`src/rtl/gf16_inv_iter.sv`:
```
// Iterative GF(2^4) inverter (E = D^14, modulus x^4+x+1) feeding the S-box output multiplier.
// The A/B operand nibbles and their parity bits ride alongside so every multiplier operand arrives aligned.
module gf16_inv_iter (
  input  logic       clk,
  input  logic       reset,
  input  logic       in_valid,
  output logic       in_ready,
  input  logic [3:0] D,
  input  logic [3:0] A_in,
  input  logic [3:0] B_in,
  input  logic       Ap_in,
  input  logic       Bp_in,
  output logic       out_valid,
  input  logic       out_ready,
  output logic [3:0] E,
  output logic [3:0] A_out,
  output logic [3:0] B_out,
  output logic       Ap_out,
  output logic       Bp_out,
  output logic [1:0] dbg_state_o
);

  // Handshake: a transfer happens on a rising edge where valid && ready are both high.
  // Input side accepts only in IDLE; output side holds E/sidebands in DONE until out_ready.
  typedef enum logic [1:0] {IDLE = 2'd0, SQ2 = 2'd1, SQ3 = 2'd2, DONE = 2'd3} state_t;

  state_t     state_q, state_d;
  logic [3:0] t_q, t_d;
  logic [3:0] acc_q, acc_d;
  logic [3:0] a_q, a_d;
  logic [3:0] b_q, b_d;
  logic       ap_q, ap_d;
  logic       bp_q, bp_d;

  function automatic logic [3:0] gf_sq(input logic [3:0] d);
    gf_sq = {d[3], d[1] ^ d[3], d[2], d[0] ^ d[2]};
  endfunction

  // Carry-less product, then fold x^4..x^6 back using x^4 = x + 1.
  function automatic logic [3:0] gf_mul(input logic [3:0] x, input logic [3:0] y);
    logic [6:0] p;
    p = 7'd0;
    for (int i = 0; i < 4; i++) begin
      if (y[i]) p = p ^ ({3'd0, x} << i);
    end
    gf_mul = {p[3] ^ p[6],
              p[2] ^ p[5] ^ p[6],
              p[1] ^ p[4] ^ p[5],
              p[0] ^ p[4]};
  endfunction

  always_comb begin
    state_d = state_q;
    t_d     = t_q;
    acc_d   = acc_q;
    a_d     = a_q;
    b_d     = b_q;
    ap_d    = ap_q;
    bp_d    = bp_q;
    case (state_q)
      IDLE: begin
        if (in_valid) begin
          t_d     = gf_sq(D);
          acc_d   = gf_sq(D);
          a_d     = A_in;
          b_d     = B_in;
          ap_d    = Ap_in;
          bp_d    = Bp_in;
          state_d = SQ2;
        end
      end
      SQ2: begin
        t_d     = gf_sq(t_q);
        acc_d   = gf_mul(acc_q, gf_sq(t_q));
        state_d = SQ3;
      end
      SQ3: begin
        t_d     = gf_sq(t_q);
        acc_d   = gf_mul(acc_q, gf_sq(t_q));
        state_d = DONE;
      end
      DONE: begin
        if (out_ready) state_d = IDLE;
      end
      default: state_d = IDLE;
    endcase
  end

  always_ff @(posedge clk) begin
    if (reset) begin
      state_q <= IDLE;
      t_q     <= 4'd0;
      acc_q   <= 4'd0;
      a_q     <= 4'd0;
      b_q     <= 4'd0;
      ap_q    <= 1'b0;
      bp_q    <= 1'b0;
    end else begin
      state_q <= state_d;
      t_q     <= t_d;
      acc_q   <= acc_d;
      a_q     <= a_d;
      b_q     <= b_d;
      ap_q    <= ap_d;
      bp_q    <= bp_d;
    end
  end

  assign in_ready    = (state_q == IDLE) && !reset;
  assign out_valid   = (state_q == DONE);
  assign E           = acc_q;
  assign A_out       = a_q;
  assign B_out       = b_q;
  assign Ap_out      = ap_q;
  assign Bp_out      = bp_q;
  assign dbg_state_o = state_q;

endmodule

```
`config.mk`:
```
export PLATFORM = sky130hd
export DESIGN_NAME = gf16_inv_iter
export DESIGN_NICKNAME = d
export VERILOG_FILES = /design/src/rtl/gf16_inv_iter.sv
export SDC_FILE = /design/constraint.sdc
export NUM_CORES = 1
export LEC_CHECK = 0
export BUFFER_PORTS_ARGS = -buffer_cell sky130_fd_sc_hd__buf_4
export CAP_MARGIN = 25
export CORE_UTILIZATION = 50
export CTS_CLUSTER_SIZE = 40
export DETAILED_ROUTE_END_ITERATION = 8
export HOLD_SLACK_MARGIN = 0.12
export PLACE_DENSITY = 0.82
export SLEW_MARGIN = 40
export SYNTH_ARGS = -nofsm -noshare
export SYNTH_HDL_FRONTEND = slang
export SYNTH_SLANG_ARGS = --single-unit
```
`constraint.sdc`:
```
create_clock -name clk -period 4.8 [get_ports clk]
set_clock_uncertainty 0.1 [all_clocks]
set_input_delay 0.24 -clock clk [delete_from_list [all_inputs] [get_ports clk]]
set_output_delay 0.24 -clock clk [all_outputs]
set_load 0.01 [all_outputs]
```
==> impl_results.md <==
- Via/cell ratio: 5.73
- Layout fillers: around 180
- Sink Count: 20
- Setup TNS: 0 ps
- Reg2reg start: dbg_state_o[0]
- Worst setup SP type: register
- CP Cell Sequence: inv_1 > ha_1 > mux2_2 > nand3_1 > o21ai_0 > a221oi_1 > nor2_1
- Hold Path Stages: 2
- Share of layout cells above drive strength 1: 0.215
- Final min period: ~2100 ps
- Area Overhead vs Synth: 28.7%
- Cell variety after synth: 40
- Cell area after layout: ~1600 µm²
- Antenna diodes: 0
- Cell family with the largest share of critical-path delay: adder cells
- Nets@finish: ~220
- Root Driver: clkbuf_4
- Commonest cells after routing, fill and taps aside: buf_4, nand2_1, dfxtp_1, a21oi_1, dlygate4sd3_1
- Leakage: 0.674 nW
- CTS buffer count: 3
- Remaining DRCs: 0
- Critical path peak fanout: 13
- Syn. warnings: 0
- Placer Congestion: 0.841
- Run status: complete, no violations
- Final-report setup violation count: 0
- Bufs on Longest Clock Path: 2
- RSZ-0062 raised after global routing: false
- HPWL after DPL: around 2100 µm
- Slowest stage delay, CP: ~460 ps
- DR iter-0 viols: 30
- Clock-pin slew on the worst setup and hold paths: ~100 ps
- Top-area cell type share of the netlist area: 0.314
- Area of the core: between 2000 and 2500 µm²
- CP Launch Point: dbg_state_o[0]
- Gr usage total: 0.245
- Final Hold Viols: 0
- Cells on worst reg2reg path: 7
- Final cycle utilization of the critical path: 0.428
- Worst Setup End Kind: register
- Postcts setup bufs: 0
- FMAX: around 490 MHz
- WL/cell: 13.9 µm
- Placed inst area: approximately 1500 µm²
- Die height: 52.5 µm
- Ranking of synthesized cells by area: dfxtp_1, nand2_1, a21oi_1, xnor2_1, nor2b_1
- I/O pin count: 36
- Vias in the first global route: about 1200
- I/O Buffers: 35
- Share of async-settable or async-resettable flops after synthesis: 0
- PwrDens: 542 nW/µm²
- Largest net degree at the start of global routing: 21
- Slew margin rel.: 0.696
- Buffers and inverters on the worst path: 1
- TritonCTS clock tree: done
- Worst EP arrival: around 2200 ps
- Post-Syn Instances: about 170
- Worst Hold Class: in2reg
- First-pass detailed-route iteration total: 4
- WP depth: 7
- GRT overflow: 0
- Number of synthesized flops with an enable pin: 0
- Post-route ant nets: 0
- Initial Utilization: 0.555
- Die ar.: approximately 2800 µm²
- CP required: roughly 4900 ps
- H-tree Lvls: 1
- Synth area leader: dfxtp_1
- Detailed Route WL: 3160 µm
- Placement Setup Slack: 2770 ps
- Initial antenna violation count: 0
- Synth Register Bits: 20
- First-pass GRT wire length: a little over 5000 µm
- Via Count: ~1300
- Hold path startpoint: reset
- Cell Rows: 17
- Worst IR Drop VDD: slightly below 0.5 mV
- Commonest non-fill, non-tap cell in the layout: buf_4
- Avg Inst Size Synth: 7.73 µm²
- Worst-skew pair later-pin latency: roughly 300 ps
- Post-synth net total: about 190
- Most used DFF post-synth: dfxtp_1
- Crit Path Class: reg2reg
- Final Slew Violations: 0
- Die span in x: around 52 µm
- CP max stage cell: ha_1
- Slew @ Worst Pin: ~450 ps
- PnR worst setup slack: around 2700 ps
- Max-Cap Viols: 0
- Sequential area share after synthesis: 0.314
- Cell Area, Synth: ~1300 µm²
[synthesized netlist by cell type, types with 2 or more instances]
library cell / count
a21oi_1: 20
buf_1: 2
buf_2: 7
clkbuf_1: 4
dfxtp_1: 20
ha_1: 3
inv_1: 5
mux2_2: 2
mux2i_1: 3
nand2_1: 29
nand3_1: 3
nand3b_1: 2
nand4bb_1: 2
nor2_1: 9
nor2b_1: 9
nor3_1: 4
nor3b_1: 3
o211ai_1: 2
o21ai_0: 5
xnor2_1: 8
xor2_1: 4
[logic make-up (layout without fill, tap and decap cells)]
| kind of cell | after synthesis | in the layout | synth area share |
|---|---|---|---|
| DFF | 20 | 20 | 0.314 |
| buffers and inverters | 19 | 54 | 0.0658 |
| xor gates and xnor gates | 13 | 13 | 0.0952 |
| muxes | 5 | 5 | 0.0412 |
| AOI/OAI and AO/OA | 38 | 38 | 0.189 |
| adders and majority gates | 3 | 3 | 0.0294 |
| and+or+nand+nor | 67 | 67 | 0.265 |
[flip-flops by register name, summed over array words and instances, names as in the netlist]
name and flops:
A_out 4, B_out 4, Ap_out 1, dbg_state_o 2, E 4, t_q 4, Bp_out 1
[final timing paths]
check	endpoint	slack, ps
worst max register to register	t_q[0]	2750
worst max-delay path	t_q[0]	2750
worst min register to register	B_out[0]	370
worst min-delay path	A_out[2]	170
[where the power goes]
| part | switching [mW] | internal, mW | total [mW] |
|---|---|---|---|
| registers | 0.0940 | 0.216 | 0.310 |
| clock network | 0.0482 | 0.0293 | 0.0775 |
| logic | 0.264 | 0.238 | 0.502 |
| total | 0.406 | 0.483 | 0.890 |
[stage by stage]
step / instances / hold slack (ps) / utilization / total power [mW]
after global placement: 214 / 342 / 0.656 / 0.774
after global routing: 228 / 166 / 0.714 / 0.957
after CTS: 228 / 151 / 0.714 / 0.884
after floorplan: 165 / 276 / - / 0.665
final: 228 / 167 / 0.714 / 0.890
after detailed placement: 214 / 353 / 0.656 / 0.798
[layer usage]
layer | vias to the layer above | share of wire | global-route usage
met2 | 51 | 0.51 | 0.437
met4 | 0 | 0.016 | 0.0658
li1 | 629 | - | -
met5 | - | 0 | 0
met3 | 7 | 0.062 | 0.0551
met1 | 619 | 0.41 | 0.292
[what timing repair did]
| action | in CTS | in global routing |
|---|---|---|
| setup endpoints to repair | 0 | 0 |
| gates resized for setup | 0 | 0 |
| hold buffers | 11 | 0 |
| endpoints found under the hold margin | 11 | 0 |
[final cells by class]
type	instances	area, µm²	share of cell area
tap	28	35.0	0.0214
multi-input combinational	126	791	0.482
sequential	20	400	0.244
timing repair buffer	46	373	0.227
inverter	5	18.8	0.0114
clock buffer	3	22.5	0.0137
No activity file was read; power rests on OpenSTA's default activity.
